==> src/rtl/veririsc_sequencer.sv <==
// rtl/veririsc_sequencer.sv - VeriRISC 8-phase control sequencer with stall, halt and single-step
module veririsc_sequencer #(
   parameter bit          STALL_EN = 1'b1,
   parameter int unsigned TIMEOUT  = 15,
   parameter int unsigned TO_W     = 4
) (
   input  logic       clk,
   input  logic       rst,
   input  logic [2:0] opcode,
   input  logic       zero,
   input  logic       mem_rdy,
   input  logic       go,
   input  logic       step_mode,
   output logic       sel,
   output logic       rd,
   output logic       ld_ir,
   output logic       inc_pc,
   output logic       halt,
   output logic       ld_pc,
   output logic       data_e,
   output logic       ld_ac,
   output logic       wr,
   output logic [2:0] phase,
   output logic       halted,
   output logic       fault
);

   localparam logic [2:0] OP_HLT = 3'd0;
   localparam logic [2:0] OP_SKZ = 3'd1;
   localparam logic [2:0] OP_ADD = 3'd2;
   localparam logic [2:0] OP_AND = 3'd3;
   localparam logic [2:0] OP_XOR = 3'd4;
   localparam logic [2:0] OP_LDA = 3'd5;
   localparam logic [2:0] OP_STO = 3'd6;
   localparam logic [2:0] OP_JMP = 3'd7;

   localparam logic [1:0] ST_RUN    = 2'd0;
   localparam logic [1:0] ST_HALTED = 2'd1;
   localparam logic [1:0] ST_FAULT  = 2'd2;

   // Last stall count value before the fault fires; unused when TIMEOUT is 0.
   localparam logic [TO_W-1:0] TO_LAST = (TIMEOUT == 0) ? '0 : TO_W'(TIMEOUT - 1);

   logic [1:0]      state;
   logic [TO_W-1:0] stall_cnt;
   logic            mem_ok;
   logic            is_alu_ld;
   logic            stall_pt;
   logic            stalled;
   logic            to_hit;

   assign mem_ok    = !STALL_EN || mem_rdy;
   assign is_alu_ld = (opcode == OP_ADD) || (opcode == OP_AND) ||
                      (opcode == OP_XOR) || (opcode == OP_LDA);
   assign stall_pt  = (phase == 3'd3) ||
                      ((phase == 3'd7) && (is_alu_ld || (opcode == OP_STO)));
   assign stalled   = (state == ST_RUN) && !mem_ok && stall_pt;
   assign to_hit    = (TIMEOUT != 0) && (stall_cnt == TO_LAST);

   assign halted = (state == ST_HALTED);
   assign fault  = (state == ST_FAULT);

   // State, phase and stall counter: advance, stall, halt/step, restart and timeout.
   always_ff @(posedge clk or posedge rst) begin
      if (rst) begin
         state     <= ST_RUN;
         phase     <= 3'd0;
         stall_cnt <= '0;
      end else begin
         case (state)
            ST_RUN: begin
               if (stalled) begin
                  if (to_hit) begin
                     state     <= ST_FAULT;
                     stall_cnt <= '0;
                  end else begin
                     stall_cnt <= stall_cnt + TO_W'(1);
                  end
               end else begin
                  stall_cnt <= '0;
                  if ((phase == 3'd4) && (opcode == OP_HLT)) begin
                     state <= ST_HALTED;
                     phase <= 3'd0;
                  end else if ((phase == 3'd7) && step_mode) begin
                     state <= ST_HALTED;
                     phase <= 3'd0;
                  end else begin
                     phase <= phase + 3'd1;
                  end
               end
            end
            ST_HALTED: begin
               stall_cnt <= '0;
               if (go) begin
                  state <= ST_RUN;
                  phase <= 3'd0;
               end
            end
            ST_FAULT: begin
               stall_cnt <= '0;
            end
            default: begin
               // Unreachable encoding is treated as a fault so it can only be left by reset.
               state     <= ST_FAULT;
               stall_cnt <= '0;
            end
         endcase
      end
   end

   // Datapath strobe decode; everything is quiet outside RUN.
   always_comb begin
      sel    = 1'b0;
      rd     = 1'b0;
      ld_ir  = 1'b0;
      inc_pc = 1'b0;
      halt   = 1'b0;
      ld_pc  = 1'b0;
      data_e = 1'b0;
      ld_ac  = 1'b0;
      wr     = 1'b0;
      if (state == ST_RUN) begin
         case (phase)
            3'd0: sel = 1'b1;
            3'd1: begin
               sel = 1'b1;
               rd  = 1'b1;
            end
            3'd2, 3'd3: begin
               sel   = 1'b1;
               rd    = 1'b1;
               ld_ir = 1'b1;
            end
            3'd4: begin
               inc_pc = 1'b1;
               halt   = (opcode == OP_HLT);
            end
            3'd5: rd = is_alu_ld;
            3'd6: begin
               rd     = is_alu_ld;
               inc_pc = (opcode == OP_SKZ) && zero;
               data_e = (opcode == OP_STO);
               ld_pc  = (opcode == OP_JMP);
            end
            default: begin
               rd     = is_alu_ld;
               // Gated by mem_ok so a stalled load writes the accumulator only once.
               ld_ac  = is_alu_ld && mem_ok;
               data_e = (opcode == OP_STO);
               wr     = (opcode == OP_STO);
               ld_pc  = (opcode == OP_JMP);
            end
         endcase
      end
   end

endmodule

==> config.mk <==
export PLATFORM = sky130hd
export DESIGN_NAME = veririsc_sequencer
export DESIGN_NICKNAME = d
export VERILOG_FILES = /design/src/rtl/veririsc_sequencer.sv
export SDC_FILE = /design/constraint.sdc
export NUM_CORES = 1
export LEC_CHECK = 0
export ABC_AREA = 1
export BUFFER_PORTS_ARGS = -buffer_cell sky130_fd_sc_hd__buf_2
export CAP_MARGIN = 5
export CORE_MARGIN = 2
export CORE_UTILIZATION = 47
export CTS_BUF_LIST = sky130_fd_sc_hd__clkbuf_8
export DETAILED_ROUTE_END_ITERATION = 6
export GPL_TIMING_DRIVEN = 0
export PLACE_DENSITY = 0.77
export SLEW_MARGIN = 0
export SYNTH_ARGS = -nofsm -noshare
export SYNTH_HDL_FRONTEND = slang
export SYNTH_SLANG_ARGS = --single-unit
==> constraint.sdc <==
create_clock -name clk -period 1.55 [get_ports clk]
set_clock_uncertainty 0.1 [all_clocks]
set_input_delay 0.0775 -clock clk [delete_from_list [all_inputs] [get_ports clk]]
set_output_delay 0.0775 -clock clk [all_outputs]
set_load 0.02 [all_outputs]
==> flow_summary.yaml, run 1 <==
synth:
  synthCells: 99
  yosysWarnings: 0
  ys_seq_area_frac: 0.306
  synth_edf_count: 0
  synthTopCellsByCount: "nand2_1 (18), inv_1 (15), nor2_1 (11), nand3_1 (10), dfrtp_1 (9)"
  async_flop_share: 1.00
  syn_nets: 116
  post-synth-top-count-cell: "nand2_1"
  ys_ff_latch: 9
  syn_avg_cell_area_sq_um: 7.43
  synth_top_area_cell: "dfrtp_1"
  synthFlopType: "dfrtp_1"
  ys_types: 22
  ys_top_cells_by_area: "dfrtp_1 (31%), ha_1 (14%), nand2_1 (9.2%)"
  synth_top_cell_area_share: 0.306
  synth_area_sq_um: 736
critical_path:
  crit_top_cell: "ha_4"
  path_class: "reg -> out"
  critPathArrivalTime_ns: 1.54
  reg2reg_to: "phase[2]"
  path_cells: "ha_4 -> ha_4 -> nor2_4 -> nand2_4 -> nor4_4 -> buf_4"
  critical_path.startpoint_type: "register"
  rr_worst_depth: 10
  required_ns: 1.37
  crit_slowest_cell: "dfrtp_2"
  r2r_slack_ns: -0.14
  path_buf_inv: 1
  crit_start: "phase[1]"
  worstPathMaxFanout: 4
  crit_end: "wr"
  cp-end-kind: "output pin"
  cp.depth: 6
  path_delay_family: "flip-flops"
  reg2reg_from: "phase[1]"
  max_stage_delay_ns: 0.44
clock_network:
  numCtsBuffers: 3
  cts_buffer_depth: 2
  cts_tree: "built"
  clock_sinks: 9
  ctsRootBufferMaster: "clkbuf_8"
  clkTransAtPathRegs_ns: 0.04
  htreeDepth: 1
  clk_latency_ns: 0.23
global_route:
  antenna_found_initial: 0
  first_global_vias: 687
  met1_usage: 0.269
  use_met3: 0.0667
  grt_usage: 0.211
  grt_pass1_wl_microns: 2930
  grtUsageMet2: 0.344
  overflow: 0
  grt_max_degree: 10
  busiest_layer: "met2"
sta:
  fmax_mhz: 581
  rsz0062_at_grt: "true"
  setup-violations-final: 7
  period_minus_slack_ns: 1.72
  finalHoldViolations: 0
  tightest_slew_ns: 0.361
  hold-worst-slack_ns: 0.0345
  maxSlewViolCount: 0
  timing.setup.tns_ns: -0.895
  setup_ws_ns: -0.171
  fin_crit_sh: 1.11
  relSlewSlack: 0.759
power_and_ir_drop:
  ir_worst_vdd_uv: 859
  fin_total_pwr_w: 0.000581
  cellPowerDensity_nw_per_um2: 499
  p_leak_nw: 0.632
finish:
  final_util: 0.782
  area_growth_pct: 58.2
  nets: 155
  n_antenna_cell: 0
  drive_above_1_share: 0.482
drt:
  drt_first_iter_violations: 35
  drcViolationCount: 0
  avgRoutedWirePerCell_microns: 13.9
  dr.pass1.iters: 4
  routed_wirelength_microns: 2120
  ant_nets: 0
  via_per_inst: 5.15
  vias: 788
placement:
  portBuffers: 22
  gp_congestion: 0.873
  hpwl_microns: 1250
min_path:
  min_path_type: "in -> reg"
  min_delay_path_depth: 4
flow_run:
  drv_cap: 0
floorplanning:
  dieArea_sq_um: 1900
  ioPinCount: 23
  start_util: 0.494
  fp.dieH_microns: 43.6
  rows: 14
  die_w_microns: 43.6
  fp.coreArea_sq_um: 1490
run_status:
  status: "complete, but fails checks"
  violations: "setup timing"
worst min-delay path: cells and delay by family:
| kind | cells | cell delay (ns) |
|---|---|---|
| and+or+nand+nor | 2 | 0.13 |
| buffers and inverters | 2 | 0.11 |
area by class of cell:
| class | instances | area (sq um) |
|---|---|---|
| clock inverter | 1 | 3.75 |
| clock buffer | 3 | 41.3 |
| sequential | 9 | 229 |
| fill | 93 | 325 |
| tap | 16 | 20.0 |
| inverter | 18 | 67.6 |
| multi-input combinational | 73 | 584 |
| timing repair buffer | 33 | 218 |
layer usage:
layer / up-vias / part of all wire
li1: 389 / -
met1: 350 / 0.42
met2: 43 / 0.48
met3: 6 / 0.069
met4: 0 / 0.030
met5: - / 0
logic make-up after synthesis:
kind of cell / synth area share
compound gates: 0.0272
xor+xnor: 0.0238
fa+ha+maj: 0.136
buf+inv: 0.0918
flops: 0.306
simple gates: 0.415
sequential cells by signal (all words and copies together) (netlist names):
signal	cells
stall_cnt	4
phase	3
state	2
how the worst min path moves through the flow:
stage	from	to	slack (ns)
after floorplan	rst	phase[2]	-0.19
after global placement	rst	state[1]	-0.06
after detailed placement	rst	stall_cnt[1]	-0.05
after CTS	go	state[0]	0.03
after global routing	go	state[0]	0.08
final	go	state[0]	0.03
through the flow:
stage          setup WS [ns]  instances  instance area (sq um)
2_1_floorplan         0.0130         99                    764
3_3_place_gp         -0.0687        137                    895
3_5_place_dp         -0.0870        137                    895
4_1_cts               -0.170        148                   1060
5_1_grt               -0.207        153                   1160
6_report              -0.171        153                   1160
layout by cell type (no fill, tap or decap), types with 2 or more instances in the layout:
cell	n
buf_2	16
nand2_1	16
nor2_1	9
inv_2	7
nand2_4	5
clkbuf_8	3
dfrtp_1	6
inv_1	12
nand3_2	2
dfrtp_2	3
buf_6	2
buf_4	14
ha_4	4
ha_1	3
a21oi_1	2
nand4_1	2
nand3_1	8
nand2_2	2
nor3_1	5
report_power, final:
group,internal (W),switching (W)
logic,0.0000333,0.0000472
clock network,0.000172,0.0000838
registers,0.000239,0.00000553
total,0.000444,0.000137
what timing repair did:
item / CTS / global route
gates resized for setup: 16 / 19
setup endpoints to repair: 7 / 11
endpoints found under the hold margin: 9 / 0
setup buffers: 5 / 5
pin swaps: 4 / 8
gates cloned: 1 / 0
hold buffers: 1 / 0
Note: power is estimated with default switching activity, not from simulation.
==> inputs of run 2 (changes only) <==
--- a/config.mk
+++ b/config.mk
@@ -9,11 +9,12 @@
 export BUFFER_PORTS_ARGS = -buffer_cell sky130_fd_sc_hd__buf_2
 export CAP_MARGIN = 5
 export CORE_MARGIN = 2
-export CORE_UTILIZATION = 47
+export CORE_UTILIZATION = 52
 export CTS_BUF_LIST = sky130_fd_sc_hd__clkbuf_8
 export DETAILED_ROUTE_END_ITERATION = 6
 export GPL_TIMING_DRIVEN = 0
-export PLACE_DENSITY = 0.77
+export HOLD_SLACK_MARGIN = 0.12
+export PLACE_DENSITY = 0.81
 export SLEW_MARGIN = 0
 export SYNTH_ARGS = -nofsm -noshare
 export SYNTH_HDL_FRONTEND = slang
==> constraint.sdc (replaced) <==
create_clock -name clk -period 1.9 [get_ports clk]
set_clock_uncertainty 0.1 [all_clocks]
set_input_delay 0.095 -clock clk [delete_from_list [all_inputs] [get_ports clk]]
set_output_delay 0.095 -clock clk [all_outputs]
set_load 0.02 [all_outputs]
==> run 2 against run 1 <==
  * The flow now finishes without violations
  * Via count decreased by 9.0%
  * Sequential share of layout area increased by 3.7 points
  * Worst hold slack improved by 0.095 ns
  * Core utilization decreased by 3.8 points
  * Final area decreased by 16%
==> flow_summary.yaml, run 2 (same netlist as run 1, synthesis figures left out) <==
run_status:
  status: "completed"
power_and_ir_drop:
  sw_frac_of_total: 0.237
  switching_power_w: 0.000111
  p_int_w: 0.000357
  p_clk_frac: 0.466
  p_leak_nw: 0.566
  power_frac_seq: 0.427
  ir_worst_vdd_uv: 406
  pwr-share-comb: 0.108
  cellPowerDensity_nw_per_um2: 477
global_route:
  first_global_vias: 661
  grt_usage: 0.210
  overflow: 0
  antenna_found_initial: 0
  grt_max_degree: 10
  grt_pass1_wl_microns: 2770
min_path:
  min_path_type: "in -> reg"
clock_network:
  cts_tree: "built"
  htreeDepth: 1
  clk_latency_ns: 0.23
  clkTransAtPathRegs_ns: 0.04
  numCtsBuffers: 3
  cts_buffer_depth: 2
  ctsRootBufferMaster: "clkbuf_8"
  clock_sinks: 9
floorplanning:
  ioPinCount: 23
  die_w_microns: 41.6
  dieArea_sq_um: 1730
  start_util: 0.558
  fp.dieH_microns: 41.6
  rows: 13
  fp.coreArea_sq_um: 1320
placement:
  pre_cts_slack_ns: 0.247
  portBuffers: 22
  hpwl_microns: 1210
  gp_congestion: 0.901
finish:
  layout_commonest_cell: "buf_2"
  top_regs: "stall_cnt: 4 flops, phase: 3 flops, state: 2 flops"
  final_util: 0.744
  regMostFlops: "stall_cnt"
  drive_above_1_share: 0.357
  final.fill_count: 96
  area_growth_pct: 33.2
  n_antenna_cell: 0
  nets: 147
  largest_reg_flops: 4
  final_cell_mix: "buf_2 (22), nand2_1 (17), inv_1 (16), nand3_1 (10), nor2_1 (10)"
critical_path:
  critPathArrivalTime_ns: 1.62
  critical_path.startpoint_type: "register"
  crit_slowest_cell: "dfrtp_2"
  path_class: "reg -> out"
  max_stage_delay_ns: 0.45
  worstPathMaxFanout: 6
  path_delay_family: "flip-flops"
  path_cells: "ha_4 -> ha_2 -> nor2_2 -> nand2_2 -> nor4_2 -> buf_2"
  required_ns: 1.70
  path_buf_inv: 1
  cp-end-kind: "output pin"
drt:
  dr.pass1.iters: 4
  drt_first_iter_violations: 12
  drcViolationCount: 0
  vias: 717
  routed_wirelength_microns: 1680
  avgRoutedWirePerCell_microns: 11.7
  ant_nets: 0
  via_per_inst: 4.98
sta:
  setup_ws_ns: 0.0803
  maxSlewViolCount: 0
  fin_crit_sh: 0.958
  relSlewSlack: 0.739
  setup-violations-final: 0
  finalHoldViolations: 0
  fmax_mhz: 550
  period_minus_slack_ns: 1.82
  tightest_slew_ns: 0.391
flow_run:
  drv_cap: 0
==> run 2: layout make-up <==
| class | instances | area, sq um | area share |
|---|---|---|---|
| clock inverters | 1 | 3.75 | 0.00383 |
| multi-input cells | 72 | 474 | 0.484 |
| repair buffers | 26 | 145 | 0.148 |
| flip-flops and latches | 9 | 229 | 0.234 |
| well taps | 15 | 18.8 | 0.0192 |
| inverters | 18 | 67.6 | 0.0690 |
| clock buffers | 3 | 41.3 | 0.0421 |
==> run 2: path summary, 6_finish.rpt <==
path | from | to | slack, ns | cells after the start
max | phase[1] | wr | 0.08 | 6
min | mem_rdy | state[1] | 0.13 | 4
max reg2reg | phase[1] | phase[0] | 0.29 | 9
min reg2reg | stall_cnt[0] | stall_cnt[0] | 0.40 | 1
max in group asynchronous | rst | phase[1] | 1.16 | 3
min in group asynchronous | rst | state[0] | 0.26 | 3
==> run 2: timing repair <==
| action | 4_1_cts | 5_1_grt |
|---|---|---|
| setup buffers | 0 | 2 |
| endpoints found under the setup margin | 2 | 2 |
| gates resized for setup | 1 | 9 |
| hold buffers | 2 | 0 |
| cloned | 0 | 0 |
| hold endpoints to repair | 10 | 0 |
| pin swaps | 0 | 2 |
==> run 2: power by group through the flow <==
stage / clock network, W / logic, W / registers, W
6_report: 0.000218 / 0.0000503 / 0.000200
5_1_grt: 0.000226 / 0.0000581 / 0.000200
4_1_cts: 0.000219 / 0.0000465 / 0.000199
3_5_place_dp: 0 / 0.0000430 / 0.000201
3_3_place_gp: 0 / 0.0000423 / 0.000201
2_1_floorplan: 0 / 0.0000217 / 0.000203
==> run 2: per-stage QoR <==
stage	TNS [ns]	total power, W	hold slack (ns)	std cells	cell area, sq um
5_1_grt	-0.00540	0.000484	0.159	144	980
4_1_cts	0	0.000464	0.136	142	931
3_3_place_gp	0	0.000244	-0.0287	136	865
6_report	0	0.000468	0.130	144	980
3_5_place_dp	0	0.000244	-0.0279	136	865
2_1_floorplan	0	0.000225	-0.177	99	736
==> run 2: layer usage <==
metal / track usage / up-vias / part of all wire
met4: 0.116 / 0 / 0.025
met1: 0.260 / 317 / 0.45
met2: 0.341 / 23 / 0.47
met5: 0 / - / 0
li1: - / 372 / -
met3: 0.0391 / 5 / 0.050
==> run 2: worst reg2reg max path, cell delays in order, from the launching register on <==
cell and delay, ns:
dfrtp_2 0.45, inv_1 0.13, ha_1 0.23, nand2_1 0.09, inv_1 0.06, nand3_1 0.10, nand2_1 0.14, nor2_1 0.06
nand3_1 0.08, nand2_1 0.06
==> inputs of run 3 (changes only) <==
--- a/config.mk
+++ b/config.mk
@@ -10,7 +10,7 @@
 export CAP_MARGIN = 5
 export CORE_MARGIN = 2
 export CORE_UTILIZATION = 52
-export CTS_BUF_LIST = sky130_fd_sc_hd__clkbuf_8
+export CTS_BUF_LIST = sky130_fd_sc_hd__clkbuf_4
 export DETAILED_ROUTE_END_ITERATION = 6
 export GPL_TIMING_DRIVEN = 0
 export HOLD_SLACK_MARGIN = 0.12
==> run 3 against run 2 <==
  * Die area unchanged
  * Clock power is 27% lower
  * First-iteration DRC count grew 25%
  * Via count up 2.2%
  * Worst setup slack improved by 0.020 ns
  * Combinational power up 1%
  * Sequential cell count stayed put
  * Critical endpoint is now ld_ac
  * Largest power group is now sequential cells
==> flow_summary.yaml, run 3 (same netlist as run 1, synthesis figures left out) <==
min_path:
  min_path_type: "in -> reg"
finish:
  final_cell_mix: "buf_2 (22), nand2_1 (18), inv_1 (15), nor2_1 (11), nand3_1 (10)"
  n_antenna_cell: 0
  area_growth_pct: 30.3
  top_regs: "stall_cnt: 4 flops, phase: 3 flops, state: 2 flops"
  layout_commonest_cell: "buf_2"
  final.fill_count: 105
  seqCellArea_sq_um: 228
  multi_input_area_sq_um: 459
  drive_above_1_share: 0.338
  final_cell_area_sq_um: 958
  regMostFlops: "stall_cnt"
  nets: 148
  largest_reg_flops: 4
  instances_no_fill: 145
floorplanning:
  ioPinCount: 23
  fp.dieH_microns: 41.6
  dieArea_sq_um: 1730
  rows: 13
  die_w_microns: 41.6
  start_util: 0.558
  fp.coreArea_sq_um: 1320
flow_run:
  drv_cap: 0
drt:
  avgRoutedWirePerCell_microns: 10.8
  vias: 733
  drcViolationCount: 0
  ant_nets: 0
  via_per_inst: 5.06
  routed_wirelength_microns: 1570
  dr.pass1.iters: 4
  drt_first_iter_violations: 15
critical_path:
  cp-end-kind: "output pin"
  max_stage_delay_ns: 0.43
  critPathArrivalTime_ns: 1.60
  required_ns: 1.70
  crit_slowest_cell: "dfrtp_2"
  critical_path.startpoint_type: "register"
  path_cells: "ha_2 -> ha_2 -> nor2_1 -> nand2_1 -> nor3b_2 -> buf_2"
  worstPathMaxFanout: 4
  path_class: "reg -> out"
  crit_top_cell: "ha_2"
placement:
  gp_congestion: 0.901
  portBuffers: 22
  post-place-cells: 136
  placed_area_sq_um: 865
  hpwl_microns: 1210
clock_network:
  cts_buffer_depth: 2
  clock_sinks: 9
  cts_tree: "built"
  clkTransAtPathRegs_ns: 0.06
  numCtsBuffers: 3
  htreeDepth: 1
  ctsRootBufferMaster: "clkbuf_4"
  clk_latency_ns: 0.26
power_and_ir_drop:
  cellPowerDensity_nw_per_um2: 427
  p_leak_nw: 0.561
  ir_worst_vdd_uv: 348
sta:
  fmax_mhz: 556
  period_minus_slack_ns: 1.80
  relSlewSlack: 0.759
  rsz0062_at_grt: "false"
  fin_crit_sh: 0.947
  setup-violations-final: 0
  maxSlewViolCount: 0
  hold-worst-slack_ns: 0.176
  tightest_slew_ns: 0.362
  timing.setup.tns_ns: 0
  finalHoldViolations: 0
global_route:
  antenna_found_initial: 0
  grt_usage: 0.194
  grt_pass1_wl_microns: 2700
  overflow: 0
  first_global_vias: 665
  grt_max_degree: 10
run_status:
  status: "completed"
-- run 3: report_power, final --
group          switching (W)  internal (W)  total (W)
Sequential        0.00000379      0.000194   0.000198
Combinational      0.0000295     0.0000216  0.0000510
Clock              0.0000654     0.0000951   0.000160
-- run 3: worst max-delay path, delay by kind of cell (launching register included) --
family        cells  cell delay, ns
fa+ha+maj         2            0.37
buf+inv           1            0.18
flops             1            0.43
simple gates      3            0.37
-- run 3: layer usage --
metal | routed length [microns] | part of all wire | up-vias | track usage
met2 | 750 | 0.48 | 28 | 0.322
li1 | - | - | 376 | -
met1 | 716 | 0.46 | 326 | 0.263
met4 | 19 | 0.012 | 0 | 0.0581
met5 | 0 | 0 | - | 0
met3 | 85 | 0.054 | 3 | 0.0261
-- run 3: final cells by class --
class	instances	area share
clock buffer	4	0.0313
inverter	18	0.0705
multi-input combinational	72	0.479
sequential	9	0.238
tap	15	0.0196
timing repair buffer	27	0.162
-- run 3: repair_timing --
item | CTS | global route
gates resized for setup | 1 | 5
buffers inserted | 2 | 0
hold buffers | 3 | 0
setup endpoints to repair | 2 | 2
hold endpoints to repair | 11 | 0
pin swaps | 0 | 0
-- run 3: path summary, 6_finish.rpt --
path / from / to / slack, ns / cells after the start
setup / recovery: phase[1] / ld_ac / 0.10 / 6
hold / removal: step_mode / phase[2] / 0.18 / 6
setup reg to reg: phase[1] / phase[0] / 0.38 / 9
hold reg to reg: stall_cnt[0] / stall_cnt[0] / 0.39 / 1
max in group asynchronous: rst / phase[1] / 1.19 / 3
min in group asynchronous: rst / state[0] / 0.24 / 3
-- run 3: metrics by stage --
stage / worst slack [ns] / power, W / utilization
after floorplan: 0.0249 / 0.000225 / -
final: 0.100 / 0.000409 / 0.727
after global placement: 0.297 / 0.000244 / 0.656
after CTS: 0.00436 / 0.000413 / 0.714
after detailed placement: 0.247 / 0.000244 / 0.656
after global routing: 0.0116 / 0.000433 / 0.727
